[src/rtl/lsu_defs.sv]
// Shared definitions for the MEM-stage load/store unit.
//   - RV32I load/store funct3 width codes
//   - LSU control state encoding
package lsu_defs;

    localparam logic [2:0] F3_B  = 3'b000;
    localparam logic [2:0] F3_H  = 3'b001;
    localparam logic [2:0] F3_W  = 3'b010;
    localparam logic [2:0] F3_BU = 3'b100;
    localparam logic [2:0] F3_HU = 3'b101;

    typedef enum logic [1:0] {
        IDLE = 2'd0,
        REQ  = 2'd1,
        DONE = 2'd2
    } lsu_state_e;

endpackage

[src/rtl/load_formatter.sv]
// Combinational load-data formatter.
//   rdata  : raw 32-bit bus word
//   funct3 : load width code (lb/lh/lw/lbu/lhu)
//   addr   : byte offset within the word
//   result : byte/halfword lane selected and sign/zero extended
module load_formatter
    import lsu_defs::*;
(
    input  logic [31:0] rdata,
    input  logic [2:0]  funct3,
    input  logic [1:0]  addr,
    output logic [31:0] result
);

    logic [7:0]  w_byte;
    logic [15:0] w_half;

    always_comb begin
        w_byte = rdata[7:0];
        case (addr)
            2'd0: w_byte = rdata[7:0];
            2'd1: w_byte = rdata[15:8];
            2'd2: w_byte = rdata[23:16];
            2'd3: w_byte = rdata[31:24];
            default: w_byte = rdata[7:0];
        endcase
    end

    assign w_half = addr[1] ? rdata[31:16] : rdata[15:0];

    always_comb begin
        result = rdata;
        case (funct3)
            F3_B:    result = {{24{w_byte[7]}}, w_byte};
            F3_BU:   result = {24'd0, w_byte};
            F3_H:    result = {{16{w_half[15]}}, w_half};
            F3_HU:   result = {16'd0, w_half};
            default: result = rdata;
        endcase
    end

endmodule

[src/rtl/lsu_mem_stage.sv]
// MEM-stage load/store unit. Issues one bus access per load/store in the
// MEM stage and holds the pipeline (stall) until the access completes.
//   clk, reset        : clock, async active-low reset
//   memRead/memWrite  : load/store in MEM stage
//   funct3, aluResult : width code and effective byte address
//   writeData         : store data
//   stall             : freezes upstream pipeline registers
//   memoryRes         : formatted load data, non-zero only in DONE
//   accessFault       : misaligned/illegal access (IDLE only)
//   busError          : timeout abort flag, meaningful in DONE
//   memReq/memWe/memAddr/memWdata/memByteEn : registered bus request
//   memRdata/memReady : bus response
module lsu_mem_stage
    import lsu_defs::*;
#(
    parameter int TIMEOUT_CYCLES = 16
) (
    input  logic        clk,
    input  logic        reset,
    input  logic        memRead,
    input  logic        memWrite,
    input  logic [2:0]  funct3,
    input  logic [31:0] aluResult,
    input  logic [31:0] writeData,
    output logic        stall,
    output logic [31:0] memoryRes,
    output logic        accessFault,
    output logic        busError,
    output logic        memReq,
    output logic        memWe,
    output logic [31:0] memAddr,
    output logic [31:0] memWdata,
    output logic [3:0]  memByteEn,
    input  logic [31:0] memRdata,
    input  logic        memReady
);

    localparam int CNT_W = (TIMEOUT_CYCLES > 1) ? $clog2(TIMEOUT_CYCLES) : 1;

    lsu_state_e       r_state, w_next;
    logic [2:0]       r_funct3;
    logic [1:0]       r_addr_lo;
    logic [31:0]      r_data;
    logic [CNT_W-1:0] r_cnt;

    logic        w_access, w_fault, w_start, w_timeout;
    logic        w_is_b, w_is_h, w_is_w;
    logic [3:0]  w_byteEn;
    logic [31:0] w_wdata, w_ld_fmt;

    assign w_access = memRead | memWrite;
    assign w_is_b   = (funct3 == F3_B) || (funct3 == F3_BU);
    assign w_is_h   = (funct3 == F3_H) || (funct3 == F3_HU);
    assign w_is_w   = (funct3 == F3_W);

    // Raw fault predicate; only reported while IDLE with an access present.
    assign w_fault = !(w_is_b || w_is_h || w_is_w)
                   || (memWrite && ((funct3 == F3_BU) || (funct3 == F3_HU)))
                   || (memRead && memWrite)
                   || (w_is_h && aluResult[0])
                   || (w_is_w && (aluResult[1:0] != 2'b00));

    // TIMEOUT_CYCLES=0 disables the abort; the counter may then wrap harmlessly.
    assign w_timeout = (TIMEOUT_CYCLES != 0) && (r_cnt == CNT_W'(TIMEOUT_CYCLES - 1));

    // Store lane formatting; loads always enable the full word.
    always_comb begin
        w_byteEn = 4'b1111;
        w_wdata  = writeData;
        if (memWrite) begin
            case (funct3)
                F3_B: begin
                    w_byteEn = 4'b0001 << aluResult[1:0];
                    w_wdata  = {4{writeData[7:0]}};
                end
                F3_H: begin
                    w_byteEn = aluResult[1] ? 4'b1100 : 4'b0011;
                    w_wdata  = {2{writeData[15:0]}};
                end
                default: begin
                    w_byteEn = 4'b1111;
                    w_wdata  = writeData;
                end
            endcase
        end
    end

    load_formatter u_fmt (
        .rdata  (memRdata),
        .funct3 (r_funct3),
        .addr   (r_addr_lo),
        .result (w_ld_fmt)
    );

    always_comb begin
        w_next      = r_state;
        stall       = 1'b0;
        memoryRes   = 32'd0;
        accessFault = 1'b0;
        case (r_state)
            IDLE: begin
                accessFault = w_access & w_fault;
                if (w_access && !w_fault) begin
                    stall  = 1'b1;
                    w_next = REQ;
                end
            end
            REQ: begin
                stall = 1'b1;
                if (memReady || w_timeout)
                    w_next = DONE;
            end
            DONE: begin
                // Pipeline advances on this edge; never re-sample the inputs here.
                memoryRes = r_data;
                w_next    = IDLE;
            end
            default: w_next = IDLE;
        endcase
    end

    assign w_start = (r_state == IDLE) && (w_next == REQ);

    always_ff @(posedge clk or negedge reset) begin
        if (!reset) begin
            r_state   <= IDLE;
            memReq    <= 1'b0;
            memWe     <= 1'b0;
            memAddr   <= 32'd0;
            memWdata  <= 32'd0;
            memByteEn <= 4'd0;
            r_funct3  <= 3'd0;
            r_addr_lo <= 2'd0;
            r_data    <= 32'd0;
            r_cnt     <= '0;
            busError  <= 1'b0;
        end else begin
            r_state <= w_next;
            case (r_state)
                IDLE: begin
                    if (w_start) begin
                        memReq    <= 1'b1;
                        memWe     <= memWrite;
                        memAddr   <= {aluResult[31:2], 2'b00};
                        memByteEn <= w_byteEn;
                        memWdata  <= w_wdata;
                        r_funct3  <= funct3;
                        r_addr_lo <= aluResult[1:0];
                        r_cnt     <= '0;
                    end
                end
                REQ: begin
                    r_cnt <= r_cnt + 1'b1;
                    if (memReady) begin
                        memReq <= 1'b0;
                        r_data <= memWe ? 32'd0 : w_ld_fmt;
                    end else if (w_timeout) begin
                        memReq   <= 1'b0;
                        r_data   <= 32'd0;
                        busError <= 1'b1;
                    end
                end
                DONE: begin
                    r_cnt    <= '0;
                    busError <= 1'b0;
                end
                default: ;
            endcase
        end
    end

endmodule

[config.mk]
export PLATFORM = sky130hd
export DESIGN_NAME = lsu_mem_stage
export DESIGN_NICKNAME = d
export VERILOG_FILES = /design/src/rtl/lsu_defs.sv /design/src/rtl/load_formatter.sv /design/src/rtl/lsu_mem_stage.sv
export SDC_FILE = /design/constraint.sdc
export NUM_CORES = 1
export LEC_CHECK = 0
export CAP_MARGIN = 30
export CORE_ASPECT_RATIO = 1.5
export CORE_MARGIN = 2
export CORE_UTILIZATION = 48
export CTS_CLUSTER_SIZE = 8
export DETAILED_ROUTE_END_ITERATION = 7
export PLACE_DENSITY = 0.83
export SETUP_SLACK_MARGIN = 0.3
export SLEW_MARGIN = 25
export SYNTH_ARGS = -nofsm -noshare
export SYNTH_HDL_FRONTEND = slang
export SYNTH_HIERARCHICAL = 1
export SYNTH_SLANG_ARGS = --single-unit
[constraint.sdc]
create_clock -name clk -period 5.1 [get_ports clk]
set_clock_uncertainty 0.2 [all_clocks]
set_input_delay 1.275 -clock clk [delete_from_list [all_inputs] [get_ports clk]]
set_output_delay 1.275 -clock clk [all_outputs]
set_load 0.05 [all_outputs]
# Word level (Yosys, flattened, before mapping)
# Index checks and enable logic that the tools add are counted.
dict set report totals {
  ff_bits 112
  inputBits 104
  word_cells 92
}
dict set report op_classes {
  n_addsub 1
  n_eq_ne 18
  n_shift 1
  mux 27
  bitwise_logic 2
  reduce_logical 32
}
# operator count
set op_table {}
lappend op_table {{$mux 32} 5}
lappend op_table {{$pmux 32 s4} 1}
lappend op_table {{$pmux 32 s2} 1}
lappend op_table {{$pmux 8 s4} 1}
lappend op_table {{$mux 16} 1}
lappend op_table {{$eq 3x3->1 const B} 4}
lappend op_table {{$mux 4} 3}
lappend op_table {{$pmux 4 s3} 1}
lappend op_table {{$logic_or 1x1->1} 10}
lappend op_table {{$pmux 4 s2} 1}
lappend op_table {{$reduce_bool 2->1} 4}
lappend op_table {{$mux 1} 7}
lappend op_table {{$eq 2x1->1 const B} 3}
lappend op_table {{$eq 2x2->1 const B} 3}
lappend op_table {{$eq 3x1->1 const B} 2}
lappend op_table {{$logic_and 1x1->1} 6}
lappend op_table {{$logic_not 3->1} 2}
lappend op_table {{$ne 2x2->1 const B} 3}
lappend op_table {{$pmux 1 s2} 3}
lappend op_table {{$reduce_and 2->1} 3}
lappend op_table {{$reduce_and 3->1} 2}
lappend op_table {{$add 4x1->4 const B} 1}
lappend op_table {{$eq 4x4->1 const B} 1}
lappend op_table {{$logic_not 2->1} 2}
lappend op_table {{9 further kinds} 11}

# Logic depth before layout (Yosys ltp)
# Gate-level depths: netlist of the first run.
dict set report depth {
  word_depth 17
  mapped_depth 8
  ltp_nobuf 6
}

# Cells and area by module
# Netlist of the first run, hierarchy kept.
# module n_inst cells_each area_each_um2 seq_area_each_um2
set modules_own_cells {}
lappend modules_own_cells {lsu_mem_stage 1 421 4832.1 2802.7}
lappend modules_own_cells {load_formatter 1 111 668.1 0.0}

# Least setup slack after synthesis of the first run
# No wires, ideal clock.
dict set report synth_timing {
  path_type {input -> output}
  startpoint {input funct3[0]}
  endpoint {output stall}
  arrival_time_ns 2.732
  t_required_ns 3.625
  path_slack_ns 0.893
  path_stages 4
  n_path_buf 0
  cell_sequence {o31ai_1 > nand3_1 > o21bai_1 > a21oi_1}
}
dict set report synth_between {
  elab_chain_cells 13
}
# item line_no
set synth_rtl {}
lappend synth_rtl {{start, declared} lsu_mem_stage.sv:22} ;# input logic [2:0] funct3,
lappend synth_rtl {{$eq 3x3->1 (tied with other cells)} {lsu_mem_stage.sv:52, lsu_mem_stage.sv:58}}
lappend synth_rtl {{$logic_or 1x1->1, on equally long branches} {lsu_mem_stage.sv:52, lsu_mem_stage.sv:53}}
lappend synth_rtl {{$logic_or 1x1->1 (2 in series)} lsu_mem_stage.sv:57} ;# assign w_fault = !(w_is_b || w_is_h || w_is_w)
lappend synth_rtl {{$logic_not 1->1} lsu_mem_stage.sv:57}
lappend synth_rtl {{$logic_or 1x1->1} lsu_mem_stage.sv:58} ;# || (memWrite && ((funct3 == F3_BU) || (funct3 == F3_HU)))
lappend synth_rtl {{$logic_or 1x1->1} lsu_mem_stage.sv:59} ;# || (memRead && memWrite)
lappend synth_rtl {{$logic_or 1x1->1} lsu_mem_stage.sv:60} ;# || (w_is_h && aluResult[0])
lappend synth_rtl {{$logic_or 1x1->1 (*)} lsu_mem_stage.sv:61} ;# || (w_is_w && (aluResult[1:0] != 2'b00));
lappend synth_rtl {{$logic_not 1->1 (*)} lsu_mem_stage.sv:103} ;# if (w_access && !w_fault) begin
lappend synth_rtl {{$logic_and 1x1->1 (*)} lsu_mem_stage.sv:103}
lappend synth_rtl {{$mux 1 (*)} lsu_mem_stage.sv:103}
lappend synth_rtl {{$pmux 1 s2 (*)} lsu_mem_stage.sv:100} ;# case (r_state)
lappend synth_rtl {{end, declared} lsu_mem_stage.sv:25} ;# output logic stall,
# Mark *: on every way between the ends. The rest lies on a longest branch, timed or not.

# Worst setup path after layout of the first run
dict set report layout_timing {
  startpoint {input funct3[1]}
  endpoint {output stall}
}
# Same word-level chain as after synthesis.

==> results of run 1 <==
flip-flops by register name (all words and copies together), names as in the netlist, 2 cells and up:
register   cells
memAddr       30
memByteEn      4
memWdata      32
r_addr_lo      2
r_cnt          4
r_data        32
r_funct3       3
r_state        2
worst max-delay path: stages:
cell	delay (ns)
clkdlybuf4s50_1	0.51
o21ai_0	0.32
nand3_1	0.15
o21bai_1	0.27
a21oi_1	0.28
buf_12	0.17
cell type report:
class                      instances  area (µm²)  share of cell area, %
sequential                       112        2803                  34.87
multi-input combinational        375        2507                  31.20
timing repair buffer             218        2210                  27.49
clock buffer                      11       242.7                  3.020
tap                              147       183.9                  2.289
clock inverter                     3       67.56                 0.8407
inverter                           6       22.52                 0.2802
synth_stat cells (3+ instances only):
library cell  count
dfrtp_1         112
nand2_1          99
mux2_2           48
nand3_1          33
and2_1           32
o21ai_0          25
a221o_1          24
clkbuf_1         20
a21o_1           17
mux2i_1          17
nor2_1           13
nand2b_1         10
o21ai_1           9
buf_2             8
a22oi_1           7
buf_1             7
inv_1             6
nor2b_1           6
a21oi_1           4
a32o_1            4
buf_6             3
xnor2_1           3
metal layers:
| layer | share of wire (%) | track usage (%) | up-vias |
|---|---|---|---|
| li1 | - | - | 2231 |
| met1 | 37 | 29.32 | 2310 |
| met2 | 52 | 43.87 | 210 |
| met3 | 6.9 | 5.915 | 42 |
| met4 | 4.2 | 12.96 | 0 |
| met5 | 0 | 0 | - |
cells by family (layout without fill, tap and decap cells):
kind of cell	Yosys count	in the layout	share of synthesized area (%)
simple gates	202	202	17.49
flops	112	112	50.96
compound gates	101	101	13.58
mux	66	66	13.33
buf+inv	46	238	3.867
xor+xnor	3	3	0.4778
fa+ha+maj	1	1	0.2274
other cells	1	2	0.06818
power by group through the flow:
stage / Sequential, mW / Combinational (mW) / Clock (mW)
detailed placement: 1.37 / 1.89 / 0
global route: 1.40 / 2.00 / 0.794
CTS: 1.36 / 1.89 / 0.765
finish: 1.36 / 1.89 / 0.743
global placement: 1.36 / 1.85 / 0
floorplan: 1.97 / 0.624 / 0
stage by stage:
| step | hold slack (ns) | area [µm²] | instances | power, mW |
|---|---|---|---|---|
| 4_1_cts | 0.2634 | 7975 | 870 | 4.016 |
| 6_report | 0.2598 | 8036 | 872 | 3.999 |
| 3_3_place_gp | 0.2405 | 7640 | 855 | 3.206 |
| 3_5_place_dp | 0.2477 | 7665 | 856 | 3.261 |
| 2_1_floorplan | 0.2304 | 5504 | 533 | 2.589 |
| 5_1_grt | 0.2774 | 8036 | 872 | 4.191 |
worst max-delay path by stage:
stage | startpoint | to | slack (ns) | cells past startpoint
after floorplan | funct3[0] | stall | 0.89 | 4
after global placement | funct3[2] | stall | 0.72 | 6
after detailed placement | funct3[1] | stall | 0.65 | 6
after CTS | funct3[1] | stall | 0.64 | 6
after global routing | funct3[1] | stall | 0.54 | 6
final | funct3[1] | stall | 0.65 | 6
cells in the final DEF (no fill, tap or decap), types with 10 or more instances in the layout:
cell type          n
mux2i_1           17
nand2b_1          10
nand2_1           99
a21o_1            17
nor2_1            13
a221o_1           24
buf_4             11
o21ai_0           25
and2_1            32
nand3_1           33
clkdlybuf4s50_1  203
dfrtp_1          112
mux2_2            48
==> results.md, run 1 <==
* Max IR drop VDD at 0.0003580 V
* Comb power frac at between 40% and 50%
* Status: finished clean
* Worst Path Max Fanout at 5
* # IOs at between 200 and 250
* Port Buffers at 206
* Hold Crit Class: flop to flop
* Row Count at 47
* DR vias at 4793
* Initial antenna violation count at 0
* Via/cell ratio at 5.497
* Worst r2r dst: r_data[24]
* P per Cell Area at 497.7 nW/µm²
* Setup Viol. Count Final at 0
* Cell taking the most area after synthesis: dfrtp_1
* TritonCTS clock tree: done
* Critical path endpoint category: primary output
* Worst r2r src: r_cnt[0]
* Global-route wire length before repair at 24950 µm
* Fillcell total at 791
* Post-CTS setup buffers at 0
* Net Sw Frac at 41.61%
* Post-synth cell types at 44
* Final TNS setup at 0 ns
* Top post-synthesis cells by area: dfrtp_1, mux2_2, nand2_1, a221o_1, and2_1
* Worst hold path startpoint: r_data[3]
* Clk sinks at 112
* Routed WL per cell at 17.77 µm
* Iter 0 DRT Violations at 253
* Clock Power Share at 18.6%
* All-Layer GR Usage at 25.40%
* Starting density of the core at 49.49%
* Final nets at 827
* Post-synth EDFFs at 0
* Worst-path clk slew at 0.07 ns
* Number of global-route vias before repair at between 5000 and 6000
* YS warnings at 6
* Number of max-cap violations at 0
* Hold Vio Cnt, Final at 0
* Chip height at between 100 and 150 µm
* Synth Flop Type: dfrtp_1
* CTS H-Tree Depth at 3
* Net Sw Power at roughly 1.7 mW
* Maximum clock path buffer count at 2
* Insertion delay to the later sink of the worst-skew pair at ~0.34 ns
* Post-DP HPWL at 11550 µm
* DIE WIDTH at 91.40 µm
* Drt total wl at ~15000 µm
* Critical Path AT at just under 3 ns
* Diodes inserted at 0
* Post-Place Worst Slack at 0.6505 ns
* Post-CTS Resized at 0
* #FFs+latches synth at about 110
* Synth top area share at roughly 51%
* Fin. max-slew vios at 0
* Worst hold path endpoint: r_data[3]
* Layout area overhead at 46.11%
* Core area at around 11000 µm²
* Worst path required time at 3.62 ns
* Setup CP Type: input port to primary output
* Layout cell share with drive strength beyond 1 at 11.72%
* Max_slew headroom at 52.71%
* Sequential share of power at 34.1%
* Clock root cell: clkbuf_16
* Pin count of the biggest net entering global routing at 46
* GRT Residual Overflow at 0
* Hold buffer count at CTS at 0
* Setup slack after layout at between 0.6 and 0.7 ns
* Post-synthesis cell area at between 5000 and 6000 µm²
* Final core utilization at 72.31%
* Remaining DRCs at 0
* Routability Congestion at 0.9300
* RSZ-0062 raised after global routing: no
* P_leak at 3.573 nW
* Die area at 12350 µm²
* Final period util at 87.31%
* First-pass DRT Iterations at 5
* Ys async rst share at 100.0%
* R2R cell count at 8
* Internal Power at 2.335 mW
* Startpoint class of the critical path: input port
* Hold depth at 2
* Maximum operating frequency at 224.6 MHz
* Fin crit period at 4.453 ns
* Register area share after synthesis at 50.96%
* Post-Synthesis Cells at 532
* Inserted Clock Buffers at 9
* Worst Max-Slew Pin Slew at 0.7079 ns
* Reg2Reg Setup Slack at between 2 and 3 ns
* Average cell area after synthesis at 10.34 µm²
* Detail Route Antenna Nets at 0
Power figures use the tool's default switching activity.
==> run 2, diff against run 1 <==
--- a/config.mk
+++ b/config.mk
@@ -11,6 +11,7 @@
 export CORE_UTILIZATION = 48
 export CTS_CLUSTER_SIZE = 8
 export DETAILED_ROUTE_END_ITERATION = 7
+export GPL_TIMING_DRIVEN = 0
 export PLACE_DENSITY = 0.83
 export SETUP_SLACK_MARGIN = 0.3
 export SLEW_MARGIN = 25
==> run 2 against run 1 <==
Net effect: cell area up 0.64%; largest power group unchanged; non-clock buffer count up 29; setup slack lost 0.23 ns; critical path type unchanged; wire length is 9.1% higher; die area did not move; via count rose by 3.4%; sequential power barely moved; fmax fell by 4.9%.
==> results.md, run 2 (same netlist as run 1, synthesis figures left out) <==
* # IOs at 209 (unchanged)
* Routed WL per cell at 18.73 µm (was 17.77 µm)
* Setup CP Type: input port to primary output (unchanged)
* DR vias at 4954 (was 4793)
* Worst hold path endpoint: r_data[2] (was r_data[3])
* Most frequent cells in the layout: clkdlybuf4s50_1, dfrtp_1, nand2_1 (unchanged)
* Critical Path AT at 3.21 ns (was 2.98 ns)
* Layout area overhead at 47.04% (was 46.11%)
* Port Buffers at 206 (unchanged)
* Drt total wl at 16910 µm (was 15500 µm)
* Cell area after layout at 8088 µm² (was 8036 µm²)
* Detail Route Antenna Nets at 0 (unchanged)
* Global-route wire length before repair at 26800 µm (was 24950 µm)
* R2R cell count at 6 (was 8)
* Placed Area at 7779 µm² (was 7665 µm²)
* Max_slew headroom at 51.21% (was 52.71%)
* Biggest regs: memWdata (32), r_data (32), memAddr (30) (unchanged)
* Slowest stage delay, CP at 0.53 ns (was 0.51 ns)
* Final period util at 91.84% (was 87.31%)
* Insertion delay to the later sink of the worst-skew pair at 0.34 ns (about the same)
* Max IR drop VDD at 0.0003339 V (was 0.0003580 V)
* Final nets at 856 (was 827)
* Post-CTS setup buffers at 0 (unchanged)
* Startpoint class of the critical path: input port (unchanged)
* Number of max-cap violations at 0 (unchanged)
* Chip height at 135.1 µm (unchanged)
* Layout cell share with drive strength beyond 1 at 11.64% (was 11.72%)
* Routability Congestion at 0.9644 (was 0.9300)
* Slowest-stage cell, CP: clkdlybuf4s50_1 (unchanged)
* Status: finished clean (unchanged)
* Critical path's top delay family: compound AO/OA/AOI/OAI gates (unchanged)
* Remaining DRCs at 0 (unchanged)
* Number of global-route vias before repair at 5188 (was 5033)
* CTS H-Tree Depth at 3 (unchanged)
* Clock root cell: clkbuf_16 (unchanged)
* Via/cell ratio at 5.486 (was 5.497)
* Total Power at 4.050 mW (was 3.999 mW)
* Critical path endpoint category: primary output (unchanged)
* Die area at 12350 µm² (unchanged)
* Post-DP HPWL at 13010 µm (was 11550 µm)
* Diodes inserted at 0 (unchanged)
* Core area at 11110 µm² (unchanged)
* Starting density of the core at 49.49% (unchanged)
* All-Layer GR Usage at 27.53% (was 25.40%)
* TritonCTS clock tree: done (unchanged)
* Worst Path Max Fanout at 5 (unchanged)
* Hold depth at 2 (unchanged)
* P per Cell Area at 500.7 nW/µm² (was 497.7 nW/µm²)
* Worst path required time at 3.62 ns (about the same)
* CP Buf/Inv Count at 2 (unchanged)
* Worst Max-Slew Pin Slew at 0.7319 ns (was 0.7079 ns)
* Worst-path clk slew at 0.07 ns (about the same)
* Inserted Clock Buffers at 9 (unchanged)
* Fillcell total at 812 (was 791)
* Clk sinks at 112 (unchanged)
* Row Count at 47 (unchanged)
* Maximum clock path buffer count at 2 (unchanged)
* RSZ-0062 raised after global routing: yes (was no)
* Fin. max-slew vios at 0 (unchanged)
* Fin crit period at 4.684 ns (was 4.453 ns)
* Setup Viol. Count Final at 0 (unchanged)
* Worst r2r src: r_state[1] (was r_cnt[0])
* Placed insts at 887 (was 856)
* Worst r2r dst: memAddr[19] (was r_data[24])
* Worst hold path startpoint: r_data[2] (was r_data[3])
* Hold Crit Class: flop to flop (unchanged)
* P_leak at 3.616 nW (was 3.573 nW)
* DIE WIDTH at 91.40 µm (unchanged)
* GRT Residual Overflow at 0 (unchanged)
* Post-route insts no fill at 903 (was 872)
* Maximum operating frequency at 213.5 MHz (was 224.6 MHz)
* Most common cell after layout, fill and taps aside: clkdlybuf4s50_1 (unchanged)
* First-pass DRT Iterations at 7 (was 5)
* Pin count of the biggest net entering global routing at 67 (was 46)
* Iter 0 DRT Violations at 323 (was 253)
* Worst path cell trace: clkdlybuf4s50_1 > o21ai_0 > nand3_1 > o21bai_1 > a21oi_1 > clkbuf_2 (was clkdlybuf4s50_1 > o21ai_0 > nand3_1 > o21bai_1 > a21oi_1 > buf_12)
* Reg2Reg Setup Slack at 2.64 ns (was 2.60 ns)
* Initial antenna violation count at 0 (unchanged)
* Hold Vio Cnt, Final at 0 (unchanged)
[run 2: area by class of cell]
class | instances | area [µm²] | share of cell area, %
clock buffers | 10 | 229.0 | 2.831
plain buffers | 40 | 190.2 | 2.351
flip-flops and latches | 112 | 2803 | 34.65
repair buffers | 207 | 2081 | 25.73
inverters | 6 | 22.52 | 0.2785
well taps | 147 | 183.9 | 2.274
multi-input cells | 375 | 2489 | 30.77
clock inverters | 6 | 90.09 | 1.114
[run 2: what timing repair did]
item                                   CTS  global route
resized for setup                        2             4
pin swaps                                0             0
endpoints found under the hold margin    0             0
gates cloned                             0             0
hold buffers                             0             0
setup endpoints to repair                2             2
[run 2: per-stage QoR]
step                      setup slack [ns]  setup TNS (ns)  util (%)  hold slack, ns
final                               0.4161               0     72.77          0.2585
after global routing                0.2845               0     72.77          0.2838
after CTS                           0.1725               0     72.84          0.2635
after detailed placement          -0.02642        -0.02642     69.99          0.2476
after global placement              -1.537         -170.76     69.73          0.2427
after floorplan                     0.8931               0         -          0.2304
[run 2: layer usage]
metal	up-vias	share of wire [%]	global-route usage, %	wire [µm]
met1	2418	36	30.44	6165
met5	-	0	0	0
met2	209	54	51.35	9150
li1	2290	-	-	-
met3	37	5.9	4.911	997
met4	0	3.5	11.53	597
[run 2: worst register-to-register path: stages, from the launching register on]
cell,delay [ns]
dfrtp_1,0.36
buf_2,0.17
nor2_2,0.29
o21ai_1,0.25
nor2_2,0.38
buf_2,0.33
mux2_2,0.37
[run 2: power by group]
group / total, mW / internal, mW / switching, mW / leakage, nW
clock: 0.764 / 0.435 / 0.328 / 0.159
sequential: 1.34 / 1.17 / 0.170 / 1.39
combinational: 1.95 / 0.733 / 1.22 / 2.07
total: 4.05 / 2.34 / 1.71 / 3.62
[run 2: worst max path at each step]
stage / start / end / cells after the start
floorplan: funct3[0] / stall / 4
global placement: reset / memAddr[8] / 1
detailed placement: funct3[2] / stall / 6
CTS: funct3[2] / stall / 6
global route: funct3[2] / stall / 6
finish: funct3[2] / stall / 6
==> RTL change (settings of run 2) <==
Set the parameter `TIMEOUT_CYCLES` to 64 (it was 16).
--- a/src/rtl/lsu_mem_stage.sv
+++ b/src/rtl/lsu_mem_stage.sv
@@ -13,7 +13,7 @@
 module lsu_mem_stage
     import lsu_defs::*;
 #(
-    parameter int TIMEOUT_CYCLES = 16
+    parameter int TIMEOUT_CYCLES = 64
 ) (
     input  logic        clk,
     input  logic        reset,
Behaviour: same outputs for any inputs over 4 cycles, from zero or initial values and one cycle with reset low; that may be too few to reach the edited logic, so the function may still have changed.
==> RTL change against run 2 <==
- global-route usage about the same
- final cell count is 0.11% lower
- sequential cell count increased by 2
- total power rose by 21%
- utilization increased by 0.17 points
- synthesized area up 4.5%
- setup slack got worse by 0.0021 ns
- non-clock buffer count is 1 higher
- critical path type unchanged
- final area increased by 6.7%
- wire length rose by 2.6%
==> RTL change: results (changes against run 2) <==
* GRT Util Overall at 0.276 (was 0.275)
* Detail Placement HPWL at 13000 um (about the same)
* Pre-Repair DR Iteration Count at 5 (was 7)
* Wire length on met2 at 9080 um (was 9150 um)
* Vias per Instance at 5.54 (was 5.49)
* Cts bufs inserted at 17 (was 9)
* Final WL at 17300 um (was 16900 um)
* Top layer in use: met4 (unchanged)
* Dpl cell area at 8040 sq um (was 7780 sq um)
* Worst reg-to-reg path cell count at 5 (was 6)
* Sequential-to-total area share from yosys stat at 0.496 (was 0.510)
* Clock latency on the worst-skew pair at 0.41 ns (was 0.34 ns)
* Layout cells sized above 1 at 0.0948 (was 0.116)
* Vias in the first global route at 5304 (was 5188)
* Hold depth at 1 (was 2)
* Worst hold start: memAddr[20] (was r_data[2])
* Placed cells at 872 (was 887)
* Syn Std Cell Area at 5750 sq um (was 5500 sq um)
* First-pass GRT wire length at 27500 um (was 26800 um)
* Status: completed (unchanged)
* Final core utilization at 0.729 (was 0.728)
* CP startpoint: aluResult[1] (was funct3[2])
* Final Wtd Congestion at 0.949 (was 0.964)
* Area contributors post-synth: dfrtp_1 (50%), mux2_1 (6.5%), a22o_1 (5.8%) (was dfrtp_1 (51%), mux2_2 (9.8%), nand2_1 (6.8%))
* H-tree depth at 4 (was 3)
* Worst vdd ir at 0.000429 V (was 0.000334 V)
* Synth cell types at 47 (was 44)
* Clk buf depth at 2 (unchanged)
* Top post-synthesis cells by count: dfrtp_1 (114), nand2_1 (44), a22o_1 (38), mux2_1 (33), mux2i_1 (33) (was dfrtp_1 (112), nand2_1 (99), mux2_2 (48), nand3_1 (33), and2_1 (32))
* DRT iter0 DRCs at 218 (was 323)
* Post-Route M1 WL at 6120 um (was 6170 um)
* Final #Nets at 843 (was 856)
* Vias at 5001 (was 4954)
* Avg Inst Size Synth at 11.3 sq um (was 10.3 sq um)
* Regs by FF count: memWdata x32, r_data x32, memAddr x30 (unchanged)
* Clk slew on worst S/H paths at 0.05 ns (was 0.07 ns)
* Static Leak at 3.77 nW (was 3.62 nW)
* Largest net degree at the start of global routing at 68 (was 67)
* Relative slew slack at 0.496 (was 0.512)
* Met3 routed WL at 1520 um (was 997 um)
* Worst-path fanout max at 10 (was 5)
* Fillers at 872 (was 812)
## RTL change: final timing paths
path	to	slack (ns)
max in group asynchronous	memWdata[17]	3.42
worst max-delay path	stall	0.41
min in group asynchronous	memAddr[19]	0.61
worst min register to register	memAddr[20]	0.28
worst max register to register	r_data[4]	2.68
worst min-delay path	memAddr[20]	0.28
## RTL change: area by class of cell
class,count,share of cell area
Clock inverter,9,0.0154
Tap cell,153,0.0222
Multi-Input combinational cell,343,0.301
Sequential cell,114,0.331
Clock buffer,21,0.0533
Inverter,14,0.00609
Timing Repair Buffer,207,0.242
Buffer,41,0.0291
## RTL change: worst max-delay path, delay by kind of cell
family,cells,cell delay [ns]
buf+inv,3,1.25
compound gates,2,0.59
simple gates,1,0.10
## RTL change: repair_timing
action,4_1_cts,5_1_grt
resized for setup,4,4
setup buffers,0,0
hold buffers,0,0
endpoints found under the setup margin,2,1
pin swaps,0,1
## RTL change: stage by stage
step           setup slack (ns)  power, mW
2_1_floorplan             0.932       2.91
3_3_place_gp              -1.68       3.66
3_5_place_dp             -0.159       3.71
4_1_cts                   0.224       4.93
5_1_grt                   0.300       5.12
6_report                  0.414       4.91
## RTL change: routing by layer
metal,track usage,up-vias
met5,0,-
met4,0.117,0
met3,0.0916,40
met2,0.487,261
met1,0.295,2406
li1,-,2294
## RTL change: logic make-up (layout without fill, tap and decap cells)
logic type	Yosys count	count (layout)	share of synthesized area
flip-flops	114	114	0.496
adder cells (fa/ha/maj)	1	1	0.00218
buffers and inverters	55	292	0.0524
AO/OA/AOI/OAI	142	142	0.183
AND/OR/NAND/NOR	109	109	0.0988
XOR/XNOR	6	6	0.00914
other	1	2	0.000652
multiplexers	83	83	0.157
## RTL change: report_power, final
part	switching, mW	internal (mW)
Sequential	0.212	1.25
Clock	0.405	0.787
Combinational	1.39	0.862
Total	2.01	2.90
